**config.mk**
```make
export PLATFORM = sky130hd
export DESIGN_NAME = qdec_tu_sched
export DESIGN_NICKNAME = d
export VERILOG_FILES = /design/src/rtl/qdec_cabac_package.sv /design/src/rtl/qdec_tu_job_pick.sv /design/src/rtl/qdec_tu_sched.sv
export SDC_FILE = /design/constraint.sdc
export NUM_CORES = 1
export LEC_CHECK = 0
export CORE_UTILIZATION = 32
export DETAILED_ROUTE_END_ITERATION = 10
export PLACE_DENSITY_LB_ADDON = 0.15
export SYNTH_ARGS = -nofsm -noshare
export SYNTH_HDL_FRONTEND = slang
export SYNTH_HIERARCHICAL = 1
export SYNTH_SLANG_ARGS = --single-unit
```
**constraint.sdc**
```tcl
create_clock -name clk -period 6.25 [get_ports clk]
set_input_delay 0.625 -clock clk [delete_from_list [all_inputs] [get_ports clk]]
set_output_delay 0.625 -clock clk [all_outputs]
set_load 0.02 [all_outputs]
```
**src/rtl/qdec_cabac_package.sv**
```systemverilog
// Shared types for the CABAC transform-unit scheduler: FSM states, component
// codes and the bit layout of the residual job mask.
package qdec_cabac_package;

   typedef enum logic [2:0] {
      ST_IDLE      = 3'd0,
      ST_CBF       = 3'd1,
      ST_DQP       = 3'd2,
      ST_CQP       = 3'd3,
      ST_RES_ISSUE = 3'd4,
      ST_RES_WAIT  = 3'd5,
      ST_ENDING    = 3'd6
   } t_state_tu_sched;

   localparam logic [1:0] COMP_Y  = 2'd0;
   localparam logic [1:0] COMP_CB = 2'd1;
   localparam logic [1:0] COMP_CR = 2'd2;

   // Job mask bit positions; lower index is issued first.
   localparam int MB_Y   = 0;
   localparam int MB_CB0 = 1;
   localparam int MB_CB1 = 2;
   localparam int MB_CR0 = 3;
   localparam int MB_CR1 = 4;

endpackage

```
**src/rtl/qdec_tu_job_pick.sv**
```systemverilog
// Lowest-set-bit pick over the 5-bit residual job mask.
module qdec_tu_job_pick
   import qdec_cabac_package::*;
(
   input  logic [4:0] mask,
   output logic [1:0] comp,
   output logic       sub_idx,
   output logic [4:0] clr
);

   always_comb begin
      clr     = mask & (~mask + 5'd1);
      comp    = COMP_Y;
      if (clr[MB_CB0] | clr[MB_CB1]) comp = COMP_CB;
      if (clr[MB_CR0] | clr[MB_CR1]) comp = COMP_CR;
      sub_idx = clr[MB_CB1] | clr[MB_CR1];
   end

endmodule

```
**src/rtl/qdec_tu_sched.sv**
```systemverilog
// Transform-unit scheduler: builds the residual job mask from the cbf flags,
// sequences the delta-QP / chroma-QP-offset decoders, then issues one residual job at a time.
module qdec_tu_sched
   import qdec_cabac_package::*;
#(
   parameter int LOG2W  = 3,
   parameter bit EN_422 = 1'b1
) (
   input  logic             clk,
   input  logic             rst_n,
   input  logic             tu_start,
   input  logic             abort,
   input  logic [LOG2W-1:0] log2TrafoSize,
   input  logic [1:0]       blkIdx,
   input  logic [1:0]       chroma_format_idc,
   input  logic             cbf_luma,
   input  logic [1:0]       cbf_cb,
   input  logic [1:0]       cbf_cr,
   input  logic [1:0]       parent_cbf_cb,
   input  logic [1:0]       parent_cbf_cr,
   input  logic             cu_transquant_bypass_flag,
   input  logic             cu_qp_delta_enabled_flag,
   input  logic             cu_chroma_qp_offset_enabled_flag,
   input  logic             is_cu_qp_delta_coded,
   input  logic             is_cu_chroma_qp_offset_coded,
   output logic             dqp_start,
   output logic             cqp_start,
   output logic             res_start,
   input  logic             dqp_done,
   input  logic             cqp_done,
   input  logic             res_done,
   output logic [1:0]       res_comp,
   output logic [LOG2W-1:0] res_log2size,
   output logic             res_sub_idx,
   output logic             tu_busy,
   output logic             set_qp_delta_coded,
   output logic             set_cqp_offset_coded,
   output logic             tu_done_intr
);

   t_state_tu_sched  state_q, state_d;
   logic [4:0]       mask_q, new_mask, pick_in, pick_clr;
   logic [LOG2W-1:0] log2_q, csize_q, new_csize, job_size;
   logic             cqp_need_q;
   logic [1:0]       cb_sel, cr_sel, pick_comp;
   logic             use_pair, chroma_ok, cbf_chroma, dqp_need_in, cqp_need_in;
   logic             in_cbf, pick_sub;
   logic             go_dqp, go_cqp, go_res, set_dq, set_cq, intr;

   // Chroma job selection from the raw inputs; only meaningful while in CBF.
   always_comb begin
      use_pair  = (chroma_format_idc == 2'd2) && EN_422;
      chroma_ok = 1'b0;
      cb_sel    = cbf_cb;
      cr_sel    = cbf_cr;
      new_csize = log2TrafoSize;
      case (chroma_format_idc)
         2'd3: chroma_ok = 1'b1;
         2'd1, 2'd2: begin
            if (log2TrafoSize > LOG2W'(2)) begin
               chroma_ok = 1'b1;
               new_csize = log2TrafoSize - LOG2W'(1);
            end else if (blkIdx == 2'd3) begin
               chroma_ok = 1'b1;
               cb_sel    = parent_cbf_cb;
               cr_sel    = parent_cbf_cr;
               new_csize = LOG2W'(2);
            end
         end
         default: ;
      endcase
      new_mask[MB_Y]   = cbf_luma;
      new_mask[MB_CB0] = chroma_ok & cb_sel[0];
      new_mask[MB_CB1] = chroma_ok & use_pair & cb_sel[1];
      new_mask[MB_CR0] = chroma_ok & cr_sel[0];
      new_mask[MB_CR1] = chroma_ok & use_pair & cr_sel[1];
      cbf_chroma  = |new_mask[4:1];
      dqp_need_in = cu_qp_delta_enabled_flag & ~is_cu_qp_delta_coded;
      cqp_need_in = cbf_chroma & cu_chroma_qp_offset_enabled_flag &
                    ~cu_transquant_bypass_flag & ~is_cu_chroma_qp_offset_coded;
   end

   // The first job may be issued straight out of CBF, so the picker sees the fresh mask there.
   assign in_cbf   = (state_q == ST_CBF);
   assign pick_in  = in_cbf ? new_mask : mask_q;
   assign job_size = (pick_comp == COMP_Y) ? (in_cbf ? log2TrafoSize : log2_q)
                                           : (in_cbf ? new_csize : csize_q);

   qdec_tu_job_pick u_pick (
      .mask    (pick_in),
      .comp    (pick_comp),
      .sub_idx (pick_sub),
      .clr     (pick_clr)
   );

   always_comb begin
      state_d = state_q;
      go_dqp  = 1'b0;
      go_cqp  = 1'b0;
      go_res  = 1'b0;
      set_dq  = 1'b0;
      set_cq  = 1'b0;
      intr    = 1'b0;
      if (abort) begin
         state_d = ST_IDLE;
      end else begin
         case (state_q)
            ST_IDLE: if (tu_start) state_d = ST_CBF;
            ST_CBF: begin
               if (new_mask == 5'd0)  state_d = ST_ENDING;
               else if (dqp_need_in) begin state_d = ST_DQP; go_dqp = 1'b1; end
               else if (cqp_need_in) begin state_d = ST_CQP; go_cqp = 1'b1; end
               else                  begin state_d = ST_RES_ISSUE; go_res = 1'b1; end
            end
            ST_DQP: if (dqp_done && !dqp_start) begin
               set_dq = 1'b1;
               if (cqp_need_q) begin state_d = ST_CQP; go_cqp = 1'b1; end
               else            begin state_d = ST_RES_ISSUE; go_res = 1'b1; end
            end
            ST_CQP: if (cqp_done && !cqp_start) begin
               set_cq  = 1'b1;
               state_d = ST_RES_ISSUE;
               go_res  = 1'b1;
            end
            ST_RES_ISSUE: state_d = ST_RES_WAIT;
            ST_RES_WAIT: if (res_done) begin
               if (mask_q != 5'd0) begin state_d = ST_RES_ISSUE; go_res = 1'b1; end
               else                state_d = ST_ENDING;
            end
            ST_ENDING: begin state_d = ST_IDLE; intr = 1'b1; end
            default: state_d = ST_IDLE;
         endcase
      end
   end

   always_ff @(posedge clk) begin
      if (!rst_n) begin
         state_q              <= ST_IDLE;
         mask_q               <= '0;
         log2_q               <= '0;
         csize_q              <= '0;
         cqp_need_q           <= 1'b0;
         dqp_start            <= 1'b0;
         cqp_start            <= 1'b0;
         res_start            <= 1'b0;
         res_comp             <= COMP_Y;
         res_log2size         <= '0;
         res_sub_idx          <= 1'b0;
         tu_busy              <= 1'b0;
         set_qp_delta_coded   <= 1'b0;
         set_cqp_offset_coded <= 1'b0;
         tu_done_intr         <= 1'b0;
      end else begin
         state_q              <= state_d;
         tu_busy              <= (state_d != ST_IDLE);
         dqp_start            <= go_dqp;
         cqp_start            <= go_cqp;
         res_start            <= go_res;
         set_qp_delta_coded   <= set_dq;
         set_cqp_offset_coded <= set_cq;
         tu_done_intr         <= intr;
         if (abort)
            mask_q <= '0;
         else if (in_cbf || go_res)
            mask_q <= go_res ? (pick_in & ~pick_clr) : pick_in;
         if (in_cbf && !abort) begin
            log2_q     <= log2TrafoSize;
            csize_q    <= new_csize;
            cqp_need_q <= cqp_need_in;
         end
         if (go_res) begin
            res_comp     <= pick_comp;
            res_log2size <= job_size;
            res_sub_idx  <= pick_sub;
         end
      end
   end

endmodule

```
==> metrics.csv, run 1 <==
stage,metric,value,unit
outcome,status,completed,
sta,slew of the pin with the lowest slew margin,0.8251,ns
clock_network,post-CTS setup buffers,0,
min_path,Hold Startpoint,res_sub_idx,
finish,P&R area growth vs syn,26.98,%
worst_setup_path,Reg2Reg Setup Slack,2.96,ns
min_path,Hold EP,res_sub_idx,
power_and_ir_drop,Leak,0.7927,nW
detailed_routing,Pre-Repair DR Iteration Count,4,
logic_synthesis,ys flop type,dfxtp_1,
placed_design,Post-Place Cells,316,
die,Ports,41,
global_routing,grt total ovfl,0,
die,Die W,76.12,µm
logic_synthesis,register bit count reported by yosys,28,
clock_network,CTS buffer count,3,
clock_network,Root Buffer,clkbuf_8,
die,die area,5794,µm²
worst_setup_path,Worst EP arrival,4.39,ns
sta,total negative slack,0,ns
power_and_ir_drop,P per Cell Area,163.1,nW/µm²
logic_synthesis,Post-Syn Nets,252,
global_routing,vias in the first global route,1515,
finish,fill cell count,549,
placed_design,# port buffers,40,
die,die height,76.12,µm
finish,share of cells above drive strength 1,5.600,%
sta,Fin. Hold Viols,0,
worst_setup_path,RR Endpoint,res_log2size[0],
clock_network,CTS tree,yes,
worst_setup_path,Worst Setup Path Type,input pin to flip-flop,
sta,period utilisation layout,67.82,%
power_and_ir_drop,Max VDD drop,0.08017,mV
detailed_routing,DRT iter0 DRCs,87,
die,FP Rows,26,
logic_synthesis,Syn Std Cell Area,1758,µm²
detailed_routing,total wire length,4067,µm
die,Initial Util,33.77,%
clock_network,Clock transition at path regs,0.09,ns
finish,diode count,0,
clock_network,# H-tree levels,1,
clock_network,Clock Path Buffers,2,
detailed_routing,DR WL/cell,12.71,µm
sta,Setup Skew,0.001868,ns
sta,minimum clock period,4.239,ns
detailed_routing,# DRC,0,
placed_design,GPL Wtd Cong,0.8230,
power_and_ir_drop,Flop pwr share,50.3,%
clock_network,number of gates resized after cts,0,
finish,Final #Nets,284,
worst_setup_path,R2R cell count,8,
finish,Non-Filler Instances,320,
worst_setup_path,reg2reg start,state_q[0],
power_and_ir_drop,Comb pwr share,18.7,%
min_path,Hold Path Stages,2,
global_routing,first-pass GRT wire length,7107,µm
power_and_ir_drop,Int Pwr,0.2710,mW
logic_synthesis,Gate Count Post-Synth,219,
global_routing,All-Layer GR Usage,15.06,%
worst_setup_path,CP Max Fanout,6,
logic_synthesis,synth warn,6,
detailed_routing,via-per-instance ratio,5.069,
power_and_ir_drop,P_sw,0.09306,mW
sta,count of final max-slew check failures,0,
sta,Setup Viol. Count Final,0,
sta,RSZ-0062 raised after global routing,false,
clock_network,hold buffers post-CTS,0,
logic_synthesis,"Seq/Total Area, Yosys",31.89,%
sta,slew margin rel.,44.87,%
logic_synthesis,syn avg cell area,8.027,µm²
power_and_ir_drop,fraction of power spent switching nets,25.56,%
worst_setup_path,crit path launch type,input pin,
logic_synthesis,"EDFF count, synth",0,
logic_synthesis,asr flop ratio synth,0,%
flow_run,Max-cap violations,0,
clock_network,Clock Sinks,28,
global_routing,initial antenna violation count,0,
placed_design,DP HPWL,3221,µm
die,core area,5205,µm²
detailed_routing,via count,1622,
logic_synthesis,Yosys cell types,49,
power_and_ir_drop,total power,0.3641,mW
detailed_routing,Post-DRT Antenna Nets,0,
global_routing,largest net degree at the start of global routing,22,
sta,fmax,235.9,MHz
worst_setup_path,worst endpoint required time,6.40,ns
min_path,Hold Crit Class,flip-flop to flip-flop,
worst_setup_path,Critical Path Sink Type,flip-flop,
clock_network,worst skew pair latency,0.27,ns
power_and_ir_drop,Clock Power Share,31.0,%
metrics by stage:
stage          utilization [%]  setup slack (ns)  hold slack [ns]  area (µm²)
6_report                 42.88             2.011           0.4623        2232
5_1_grt                  42.88             1.572           0.4951        2232
4_1_cts                  42.88             2.029           0.4716        2232
3_5_place_dp             41.83             1.750           0.4562        2177
3_3_place_gp             41.83             1.877           0.4479        2177
2_1_floorplan                -             2.671           0.4400        1758
cells in the mapped netlist (all sizes together), types with 7 or more instances:
master / instances / area share, %
a21oi: 8 / 2.3
and2: 8 / 2.8
clkbuf: 9 / 1.9
dfxtp: 28 / 32
inv: 8 / 1.7
mux2i: 8 / 4.6
nand2: 35 / 7.5
nor2: 15 / 3.2
nor2b: 7 / 2.9
nor3: 10 / 3.1
o21ai: 16 / 4.6
registers in the layout, indices dropped and copies added, names as in the netlist:
| name | cells |
|---|---|
| cqp_need_q | 1 |
| cqp_start | 1 |
| csize_q | 3 |
| dqp_start | 1 |
| log2_q | 3 |
| mask_q | 5 |
| res_comp | 2 |
| res_log2size | 3 |
| res_start | 1 |
| res_sub_idx | 1 |
| set_cqp_offset_coded | 1 |
| set_qp_delta_coded | 1 |
| state_q | 3 |
| tu_busy | 1 |
| tu_done_intr | 1 |
metal layers:
metal | routed length, µm | up-vias | share of wire [%] | GRT usage [%]
li1 | - | 843 | - | -
met1 | 1879 | 740 | 46 | 18.80
met2 | 2004 | 34 | 49 | 26.73
met3 | 149 | 5 | 3.7 | 2.754
met4 | 33 | 0 | 0.81 | 3.462
met5 | 0 | - | 0 | 0
power groups by stage:
| stage | sequential [mW] | clock, mW | combinational, mW |
|---|---|---|---|
| after floorplan | 0.187 | 0 | 0.0416 |
| after global placement | 0.187 | 0 | 0.0683 |
| after detailed placement | 0.187 | 0 | 0.0683 |
| after CTS | 0.183 | 0.116 | 0.0686 |
| after global routing | 0.184 | 0.124 | 0.0752 |
| final | 0.183 | 0.113 | 0.0681 |
worst max-delay path: stages:
cell,delay (ns)
clkdlybuf4s50_1,0.50
inv_1,0.05
ha_1,0.37
nand3_1,0.16
nor3_1,0.56
mux2i_1,0.17
o31ai_1,0.53
nor3_2,0.13
o21a_1,0.18
nor2_1,0.34
mux4_2,0.55
o211ai_1,0.10
o21ai_0,0.11
layout by cell type (no fill, tap or decap), types with 4 or more instances in the layout:
master,netlist,final
nand2_1,35,35
nand3_1,5,5
o31ai_1,4,4
clkbuf_8,0,4
dfxtp_1,28,28
a21oi_1,8,8
a21boi_0,4,4
ha_1,5,5
nand2b_1,5,5
mux2i_1,8,8
nor2b_1,6,6
o21ai_0,16,16
o211ai_1,4,4
o21a_1,4,4
nor3_1,9,9
nor2_1,15,15
inv_1,8,8
clkdlybuf4s50_1,0,40
and2_1,8,8
logic make-up (layout without fill, tap and decap cells):
| group | Yosys count | count (layout) | synth area share [%] |
|---|---|---|---|
| AOI/OAI and AO/OA | 56 | 56 | 23.56 |
| adders and majority gates | 5 | 5 | 3.559 |
| buffers and inverters | 21 | 52 | 5.623 |
| DFF | 28 | 28 | 31.89 |
| muxes | 9 | 9 | 5.836 |
| and+or+nand+nor | 100 | 100 | 29.54 |
worst max path at each step:
stage / startpoint / to
after floorplan: chroma_format_idc[0] / res_log2size[0]
after CTS: chroma_format_idc[1] / res_log2size[0]
after detailed placement: chroma_format_idc[1] / res_log2size[0]
after global placement: chroma_format_idc[1] / res_log2size[0]
after global routing: chroma_format_idc[1] / res_log2size[0]
final: chroma_format_idc[1] / res_log2size[0]
layout make-up:
cell class	instances	area, µm²	area share, %
well taps	70	87.58	3.924
repair buffers	40	400.4	17.94
multi-input cells	170	1099	49.22
inverters	8	30.03	1.345
clock buffers	4	55.05	2.466
flip-flops and latches	28	560.5	25.11
Power figures use the tool's default switching activity.
==> run 2, diff against run 1 <==
Clock period 6.25 ns to 3.8 ns, I/O delays scaled along.
==> metrics.csv, run 2 (synthesis gave the netlist of run 1 again) <==
stage,metric,value,unit,change
die,Initial Util,33.77,%,unchanged
finish,most frequent cells in the layout,"clkdlybuf4s50_1, nand2_1, dfxtp_1",,
power_and_ir_drop,Max VDD drop,0.1280,mV,+60%
sta,count of final max-slew check failures,0,,unchanged
finish,largest reg by FF count,mask_q,,
global_routing,initial antenna violation count,0,,unchanged
power_and_ir_drop,total power,0.6581,mW,+81%
clock_network,Clock transition at path regs,0.10,ns,about the same
clock_network,Root Buffer,clkbuf_8,,
worst_setup_path,Critical Path Stages,13,,unchanged
die,core area,5205,µm²,unchanged
sta,Fin. Hold Viols,0,,unchanged
clock_network,Clock Sinks,28,,unchanged
worst_setup_path,Worst EP arrival,3.61,ns,-0.78 ns
worst_setup_path,Worst Setup Path Type,input pin to flip-flop,,
worst_setup_path,cells along the critical path,clkdlybuf4s50_1 > inv_1 > ha_1 > nand3_1 > nor3_1 > mux2i_1 > o31ai_1 > nor3_2 > o21a_1 > nor2_1 > mux4_2 > o211ai_1 > o21ai_0,,
detailed_routing,DR WL/cell,13.07,µm,+2.8%
detailed_routing,DRT iter0 DRCs,65,,-25%
worst_setup_path,worst endpoint required time,3.96,ns,-2.44 ns
clock_network,number of gates resized after cts,0,,unchanged
sta,slew of the pin with the lowest slew margin,0.6957,ns,-0.1294 ns
detailed_routing,Post-DRT Antenna Nets,0,,unchanged
worst_setup_path,CP Max Fanout,5,,-1
sta,fmax,290.0,MHz,
global_routing,All-Layer GR Usage,15.96,%,+0.91 points
placed_design,DP HPWL,3448,µm,+7.1%
placed_design,Post-Place Cells,327,,+3.5%
die,Die W,76.12,µm,unchanged
sta,Setup Skew,0.01018,ns,+0.008308 ns
finish,Non-Filler Instances,331,,+3.4%
detailed_routing,# DRC,0,,unchanged
outcome,status,completed,,
sta,Setup Viol. Count Final,0,,unchanged
placed_design,GPL Wtd Cong,0.7869,,-4.4%
placed_design,# port buffers,40,,unchanged
finish,diode count,0,,unchanged
sta,slew margin rel.,53.26,%,+8.4 points
worst_setup_path,Critical-path top delay cell,nor3_1,,
min_path,Hold Path Stages,2,,unchanged
sta,post-route setup slack,0.3514,ns,-1.660 ns
worst_setup_path,Critical Path Sink Type,flip-flop,,
detailed_routing,Pre-Repair DR Iteration Count,4,,unchanged
finish,"most common cell after layout, fill and taps aside",clkdlybuf4s50_1,,
clock_network,Clock Path Buffers,2,,unchanged
worst_setup_path,crit path launch type,input pin,,
clock_network,# H-tree levels,1,,unchanged
detailed_routing,total wire length,4325,µm,+6.3%
die,die height,76.12,µm,unchanged
global_routing,grt total ovfl,0,,unchanged
worst_setup_path,CP top delay family,simple AND/OR/NAND/NOR gates,,
die,die area,5794,µm²,unchanged
worst_setup_path,slowest cell delay on critical path,0.56,ns,about the same
placed_design,post-place instance area,2260,µm²,+3.8%
detailed_routing,via count,1632,,+0.62%
sta,Fin Hold WS,0.4660,ns,+0.003718 ns
global_routing,vias in the first global route,1656,,+9.3%
finish,P&R area growth vs syn,32.60,%,
sta,minimum clock period,3.449,ns,
worst_setup_path,Buffers & Inverters on Critical Path,2,,unchanged
power_and_ir_drop,P per Cell Area,282.3,nW/µm²,+73%
finish,share of cells above drive strength 1,9.579,%,+4.0 points
global_routing,first-pass GRT wire length,7541,µm,+6.1%
finish,final cell area excluding filler cells,2331,µm²,+4.4%
flow_run,Max-cap violations,0,,unchanged
finish,Final #Nets,295,,+3.9%
clock_network,CTS tree,yes,,
clock_network,post-CTS setup buffers,0,,unchanged
min_path,Hold Crit Class,flip-flop to flip-flop,,
power_and_ir_drop,Leak,0.8554,nW,+7.9%
placed_design,Place WS,-0.006483,ns,-1.756 ns
clock_network,hold buffers post-CTS,0,,unchanged
sta,RSZ-0062 raised after global routing,false,,
worst_setup_path,R2R cell count,8,,unchanged
finish,max FFs per register,5,,unchanged
die,FP Rows,26,,unchanged
die,Ports,41,,unchanged
clock_network,CTS buffer count,3,,unchanged
detailed_routing,via-per-instance ratio,4.931,,-2.7%
clock_network,worst skew pair latency,0.28,ns,about the same
global_routing,largest net degree at the start of global routing,22,,unchanged
sta,period utilisation layout,90.75,%,
==> run 2: cell count changes in the layout (fill, tap and decap cells not counted), sizes merged <==
cell / previous run / this run
buf: 0 / 11
clkbuf: 4 / 3
bufinv: 0 / 1
==> run 2: area by class of cell <==
class	instances	area [µm²]
clock buffers	3	41.29
clock inverters	1	30.03
fillers	528	2874
inverters	8	30.03
multi-input cells	170	1099
flip-flops and latches	28	560.5
well taps	70	87.58
repair buffers	51	483.0
==> run 2: worst reg2reg max path, delay by kind of cell (launching register included) <==
kind             cells  cell delay, ns
AND/OR/NAND/NOR      3            0.96
AO/OA/AOI/OAI        4            0.76
flip-flops           1            0.52
multiplexers         1            0.52
==> run 2: routing by layer <==
| metal | share of wire (%) | track usage [%] |
|---|---|---|
| met5 | 0 | 0 |
| met4 | 0.79 | 3.462 |
| met3 | 3.7 | 2.994 |
| met2 | 49 | 28.55 |
| met1 | 47 | 19.81 |
==> run 2: path summary, 6_finish.rpt <==
check        slack [ns]                 start               to
max                0.35  chroma_format_idc[1]  res_log2size[0]
min                0.47       res_log2size[1]  res_log2size[1]
max reg2reg        0.91            state_q[0]  res_log2size[0]
min reg2reg        0.47       res_log2size[1]  res_log2size[1]
==> run 2: where the power goes <==
part / internal [mW] / leakage (nW) / switching [mW]
clock network: 0.141 / 0.0357 / 0.0957
registers: 0.297 / 0.226 / 0.00372
logic: 0.0617 / 0.594 / 0.0584
==> run 2: through the flow <==
step / setup TNS (ns) / utilization [%]
floorplan: 0 / -
global placement: 0 / 43.41
detailed placement: -0.006483 / 43.41
CTS: 0 / 44.78
global route: 0 / 44.78
finish: 0 / 44.78
